### src/rtl/stack_pkg.sv
`default_nettype none
// ============================================================================
// Module : stack_pkg
// Brief  : Op codes, entry-cost helper and default sizing for the stack
//          command arbiter.
// Rev    : 1.0
// ============================================================================
package stack_pkg;

    localparam int DEF_DATA_WIDTH = 16;
    localparam int DEF_STACK_SIZE = 3;
    localparam int DEF_LEVEL_W    = 2;

    localparam logic [1:0] OP_POP        = 2'b00;
    localparam logic [1:0] OP_PUSH_HALF  = 2'b01;
    localparam logic [1:0] OP_PUSH_WORD  = 2'b10;
    localparam logic [1:0] OP_PUSH_SPLIT = 2'b11;

    // Number of datapath entries a command adds (POP removes one instead).
    function automatic logic [1:0] op_cost(input logic [1:0] op);
        case (op)
            OP_POP:        op_cost = 2'd0;
            OP_PUSH_SPLIT: op_cost = 2'd2;
            default:       op_cost = 2'd1;
        endcase
    endfunction

endpackage
`default_nettype wire

### src/rtl/rr_arb2.sv
`default_nettype none
// ============================================================================
// Module : rr_arb2
// Brief  : Two-way round-robin arbiter, one-hot grant, pointer moves to the
//          requester that lost (or was idle) after every grant.
// Rev    : 1.0
// ============================================================================
module rr_arb2 (
    input  logic       clk,
    input  logic       rst,
    input  logic [1:0] i_req,
    output logic [1:0] o_gnt
);

    logic r_ptr;

    always_comb begin
        o_gnt = i_req;
        if (i_req == 2'b11) begin
            o_gnt = r_ptr ? 2'b10 : 2'b01;
        end
    end

    always_ff @(posedge clk or posedge rst) begin
        if (rst) begin
            r_ptr <= 1'b0;
        end else if (o_gnt[0]) begin
            r_ptr <= 1'b1;
        end else if (o_gnt[1]) begin
            r_ptr <= 1'b0;
        end
    end

endmodule
`default_nettype wire

### src/rtl/stack_cmd_arbiter.sv
`default_nettype none
// ============================================================================
// Module : stack_cmd_arbiter
// Brief  : Shares one stack datapath between two requesters; mirrors the
//          occupancy so only legal commands issue, and routes pop results.
// Rev    : 1.0
// ============================================================================
module stack_cmd_arbiter
    import stack_pkg::*;
#(
    parameter int DATA_WIDTH = DEF_DATA_WIDTH,
    parameter int STACK_SIZE = DEF_STACK_SIZE,
    parameter int LEVEL_W    = DEF_LEVEL_W
) (
    input  logic                  clk,
    input  logic                  rst,
    input  logic                  req0_valid,
    input  logic [1:0]            req0_op,
    input  logic [DATA_WIDTH-1:0] req0_data,
    output logic                  req0_ready,
    input  logic                  req1_valid,
    input  logic [1:0]            req1_op,
    input  logic [DATA_WIDTH-1:0] req1_data,
    output logic                  req1_ready,
    output logic                  rsp0_valid,
    output logic                  rsp1_valid,
    output logic [DATA_WIDTH-1:0] rsp_data,
    output logic                  sm_en,
    output logic [1:0]            sm_ctl,
    output logic [DATA_WIDTH-1:0] sm_data_in,
    input  logic [DATA_WIDTH-1:0] sm_data_out,
    input  logic                  sm_wait,
    output logic [LEVEL_W-1:0]    level,
    output logic                  full,
    output logic                  empty,
    output logic                  err_overflow
);

    localparam int               CNT_W = LEVEL_W + 1;
    localparam logic [LEVEL_W-1:0] c_one = LEVEL_W'(1);

    logic [LEVEL_W-1:0]    r_level;
    logic                  r_full;
    logic                  r_empty;
    logic                  r_err;
    logic [1:0]            r_rsp_pend;
    logic [1:0]            w_qual;
    logic [1:0]            w_gnt;
    logic [1:0]            w_op_sel;
    logic [DATA_WIDTH-1:0] w_data_sel;
    logic [LEVEL_W-1:0]    w_level_nxt;

    // Wider sum so a split push near the top cannot wrap the comparison.
    function automatic logic cmd_legal(input logic [1:0] op, input logic [LEVEL_W-1:0] lvl);
        if (op == OP_POP) begin
            cmd_legal = (lvl != '0);
        end else begin
            cmd_legal = (({1'b0, lvl} + CNT_W'(op_cost(op))) <= CNT_W'(STACK_SIZE));
        end
    endfunction

    assign w_qual[0] = req0_valid & cmd_legal(req0_op, r_level);
    assign w_qual[1] = req1_valid & cmd_legal(req1_op, r_level);

    rr_arb2 u_arb (
        .clk   (clk),
        .rst   (rst),
        .i_req (w_qual),
        .o_gnt (w_gnt)
    );

    always_comb begin
        w_op_sel   = OP_POP;
        w_data_sel = '0;
        if (w_gnt[0]) begin
            w_op_sel   = req0_op;
            w_data_sel = req0_data;
        end else if (w_gnt[1]) begin
            w_op_sel   = req1_op;
            w_data_sel = req1_data;
        end
    end

    always_comb begin
        w_level_nxt = r_level;
        if (|w_gnt) begin
            if (w_op_sel == OP_POP) begin
                w_level_nxt = r_level - c_one;
            end else begin
                w_level_nxt = r_level + LEVEL_W'(op_cost(w_op_sel));
            end
        end
    end

    always_ff @(posedge clk or posedge rst) begin
        if (rst) begin
            r_level    <= '0;
            r_full     <= 1'b0;
            r_empty    <= 1'b1;
            r_rsp_pend <= 2'b00;
            r_err      <= 1'b0;
        end else begin
            r_level    <= w_level_nxt;
            r_full     <= (w_level_nxt == LEVEL_W'(STACK_SIZE));
            r_empty    <= (w_level_nxt == '0);
            r_rsp_pend <= w_gnt & {req1_op == OP_POP, req0_op == OP_POP};
            r_err      <= r_err | sm_wait;
        end
    end

    assign req0_ready   = w_gnt[0];
    assign req1_ready   = w_gnt[1];
    assign sm_en        = |w_gnt;
    assign sm_ctl       = w_op_sel;
    assign sm_data_in   = w_data_sel;
    assign rsp0_valid   = r_rsp_pend[0];
    assign rsp1_valid   = r_rsp_pend[1];
    assign rsp_data     = (|r_rsp_pend) ? sm_data_out : '0;
    assign level        = r_level;
    assign full         = r_full;
    assign empty        = r_empty;
    assign err_overflow = r_err;

endmodule
`default_nettype wire

### config.mk
export PLATFORM = sky130hd
export DESIGN_NAME = stack_cmd_arbiter
export DESIGN_NICKNAME = d
export VERILOG_FILES = /design/src/rtl/stack_pkg.sv /design/src/rtl/rr_arb2.sv /design/src/rtl/stack_cmd_arbiter.sv
export SDC_FILE = /design/constraint.sdc
export NUM_CORES = 1
export LEC_CHECK = 0
export ABC_CLOCK_PERIOD_IN_PS = 4300
export CAP_MARGIN = 15
export CORE_MARGIN = 2
export CORE_UTILIZATION = 27
export DETAILED_ROUTE_END_ITERATION = 8
export PLACE_DENSITY_LB_ADDON = 0.12
export SYNTH_ARGS = -nofsm -noshare
export SYNTH_HDL_FRONTEND = slang
export SYNTH_HIERARCHICAL = 1
export SYNTH_SLANG_ARGS = --single-unit
### constraint.sdc
create_clock -name clk -period 4.3 [get_ports clk]
set_input_delay 0.645 -clock clk [delete_from_list [all_inputs] [get_ports clk]]
set_output_delay 0.645 -clock clk [all_outputs]
set_load 0.03 [all_outputs]
==> flow_summary.json <==
{
  "grt_pass1_wl_um": 4510,
  "syn-num-nets": 166,
  "syn_area_um2": 867,
  "gp_congestion": 0.806,
  "die_h_um": 60.7,
  "grtUsageTotal_pct": 15.7,
  "setup_tns_ns": 0,
  "p_leak_uw": 0.000807,
  "timing.critical_path.mode_cell": "buf_4",
  "synth-seq-area-share_pct": 23.2,
  "ys_ff_latch": 8,
  "fin_ws_ns": 0.265,
  "cts_hold_buf": 0,
  "routed_wl_um": 3070,
  "grt_max_degree": 17,
  "cts_sinks": 8,
  "min_period_over_period_pct": 93.8,
  "grt_overflow": 0,
  "outcome": "completed",
  "slew_viol_final": 0,
  "critical_path_buf_inv_count": 3,
  "ctsLongestPathBuffers": 2,
  "insertion_delay_ns": 0.25,
  "ant_nets": 0,
  "crit_type": "in -> out",
  "via_count": 1162,
  "dieArea_um2": 3680,
  "rsz0062_at_grt": "false",
  "crit_chain": "clkdlybuf4s50_1 -> nand2_1 -> ha_1 -> fa_1 -> o21ai_0 -> and3_1 -> a21boi_2 -> nor2b_1 -> buf_4 -> a22o_1 -> buf_4",
  "ys_types": 35,
  "routed_via_density": 4.65,
  "core_area_um2": 3050,
  "max_stage_delay_ns": 0.58,
  "cts_tree": "done",
  "fillers": 282,
  "io_buffers": 100,
  "drive_above_1_share_pct": 15.0,
  "critPathCaptureType": "primary output",
  "drc": 0,
  "power_density_nw_per_um2": 484,
  "n_antenna_cell": 0,
  "antenna_found_initial": 0,
  "yosysWarnings": 6,
  "stdcell_area_um2": 1910,
  "htree_levels": 1,
  "cp_top_family": "buffers and inverters",
  "fin_nets": 269,
  "start_util_pct": 28.4,
  "clockRootBuffer": "clkbuf_4",
  "syn_inst": 104,
  "worst_path_max_delay_cell": "clkdlybuf4s50_1",
  "first_iter_violations": 13,
  "fmax_mhz": 248,
  "cts.repair.resized": 0,
  "cap_viol_max_count": 0,
  "total_power_uw": 924,
  "vdd_drop_max_mv": 0.315,
  "critical_path.max_fanout": 15,
  "cts_setup_buffers": 0,
  "first_pass_iters": 4,
  "hp-class": "reg -> reg",
  "relSlewSlack_pct": 41.4,
  "path_clk_slew_ns": 0.06,
  "hold_viol_final": 0,
  "setup_viol": 0,
  "syn_area_per_cell_um2": 8.34,
  "placed_area_um2": 1880,
  "worst_slew_pin_slew_ns": 0.876,
  "fin_cells": 250,
  "crit_path_start_kind": "input port",
  "fp.dieW_um": 60.7,
  "required_ns": 3.65,
  "row_count": 20,
  "io_pins": 101,
  "clock_skew_ns": 0.00834,
  "hpwl_um": 2670,
  "grt_pass1_vias": 1060,
  "cts_made_buffers": 3,
  "period_needed_ns": 4.03,
  "synthToLayoutAreaGrowth_pct": 120,
  "pre_cts_ws_ns": 0.257,
  "wl_per_cell_um": 12.3,
  "placed_cells": 246,
  "cp.arrival_ns": 3.39
}
==> cells in the mapped netlist <==
library cell	instances	area share [%]
a22o_1	17	17
nor2b_1	17	12
inv_1	8	3.5
dfrtp_1	7	20
nand2_1	7	3.0
clkbuf_1	4	1.7
nor2_1	4	1.7
ha_1	3	4.3
mux2i_1	3	3.5
a21boi_1	2	1.7
fa_1	2	4.6
nand3_1	2	1.2
nor3_1	2	1.2
nor3b_1	2	1.7
o211ai_1	2	1.7
o21ai_0	2	1.2
or3_1	2	1.4
a21boi_0	1	0.87
a21oi_1	1	0.58
a21oi_4	1	1.9
and2_1	1	0.72
and3_1	1	0.72
buf_2	1	0.58
buf_4	1	0.87
dfstp_2	1	3.0
nor2_2	1	0.72
nor4b_1	1	1.0
o21a_1	1	0.87
o21ai_1	1	0.58
o311a_1	1	1.2
or2_1	1	0.72
or2_2	1	0.72
or4_1	1	0.87
xnor2_1	1	1.0
xor2_1	1	1.0
==> logic make-up (layout without fill, tap and decap cells) <==
family | count (synthesis) | after routing | synth area share, %
flops | 8 | 8 | 23.2
compound gates | 29 | 29 | 27.7
fa+ha+maj | 5 | 5 | 8.95
simple gates | 43 | 43 | 28.0
xor+xnor | 2 | 2 | 2.02
mux | 3 | 3 | 3.46
buf+inv | 14 | 116 | 6.64
==> cell usage in the layout (no fill, tap or decap) <==
| master | Yosys | routed |
|---|---|---|
| a21oi_4 | 1 | 1 |
| a22o_1 | 17 | 17 |
| clkdlybuf4s50_1 | 0 | 81 |
| xor2_1 | 1 | 1 |
| ha_1 | 3 | 3 |
| or4_1 | 1 | 1 |
| o21ai_0 | 2 | 2 |
| nor2_1 | 4 | 4 |
| nand3_1 | 2 | 2 |
| buf_4 | 1 | 23 |
| or2_2 | 1 | 1 |
| a21boi_2 | 0 | 1 |
| and2_1 | 1 | 1 |
| mux2i_1 | 3 | 3 |
| clkbuf_1 | 4 | 1 |
| o311a_1 | 1 | 1 |
| clkbuf_4 | 0 | 3 |
| xnor2_1 | 1 | 1 |
| nor4b_1 | 1 | 1 |
| inv_1 | 8 | 8 |
| dfrtp_1 | 7 | 7 |
| nand2_1 | 7 | 7 |
| or2_1 | 1 | 1 |
| dfstp_2 | 1 | 1 |
| nor2b_1 | 17 | 17 |
| and3_1 | 1 | 1 |
| nor3_1 | 2 | 2 |
| a21oi_1 | 1 | 1 |
| fa_1 | 2 | 2 |
| or3_1 | 2 | 2 |
| nor2_2 | 1 | 1 |
| a21boi_1 | 2 | 2 |
| o21a_1 | 1 | 1 |
| o211ai_1 | 2 | 2 |
| o21ai_1 | 1 | 1 |
| nor3b_1 | 2 | 2 |
==> stage by stage <==
step / util, % / hold WS [ns]
final: 62.5 / 0.473
after global routing: 62.5 / 0.490
after CTS: 62.5 / 0.478
after detailed placement: 61.6 / 0.461
after global placement: 61.6 / 0.448
after floorplan: - / 0.374
==> flip-flops by register name, indices dropped and copies added (netlist names) <==
signal / count
full: 1
empty: 1
err_overflow: 1
u_arb/r_ptr: 1
r_rsp_pend: 2
level: 2
==> final cells by class <==
class,count,area (µm²),area share [%]
Timing Repair Buffer,104,983,51.5
Multi-Input combinational cell,82,612,32.1
Sequential cell,8,201,10.6
Tap cell,44,55.1,2.89
Inverter,8,30.0,1.57
Clock buffer,4,26.3,1.38
==> routing by layer <==
metal,track usage [%],share of wire (%),vias up
met5,0,0,-
met2,30.0,55,68
met3,5.33,10,2
met1,16.7,35,523
li1,-,-,569
met4,3.11,0.55,0
==> power by group <==
group          switching (µW)  internal (µW)  leakage [µW]  total, µW
registers                40.9            103     0.0000937        144
clock network            24.2           35.4     0.0000150       59.6
logic                     404            317      0.000699        721
==> path summary, 6_finish.rpt <==
kind / cells past startpoint / slack, ns / endpoint / startpoint
worst min-delay path: 1 / 0.47 / err_overflow$_DFF_PP0_ / err_overflow$_DFF_PP0_
worst min register to register: 1 / 0.47 / err_overflow$_DFF_PP0_ / err_overflow$_DFF_PP0_
min in group asynchronous: 2 / 0.56 / u_arb/r_ptr$_DFFE_PP0P_ / rst
worst max register to register: 13 / 1.07 / empty$_DFF_PP1_ / level[0]$_DFF_PP0_
max in group asynchronous: 2 / 3.39 / empty$_DFF_PP1_ / rst
worst max-delay path: 11 / 0.27 / sm_data_in[15] / req0_op[1]
==> worst register-to-register path: stages, from the launching register on <==
cell	delay, ns
dfrtp_1	0.46
ha_1	0.25
fa_1	0.36
nand2_1	0.07
o311a_1	0.22
a21boi_1	0.21
nor2b_1	0.38
a22o_1	0.22
nand2_1	0.07
ha_1	0.34
o21ai_0	0.16
nor3b_1	0.23
mux2i_1	0.10
o211ai_1	0.10
Power figures use the tool's default switching activity.
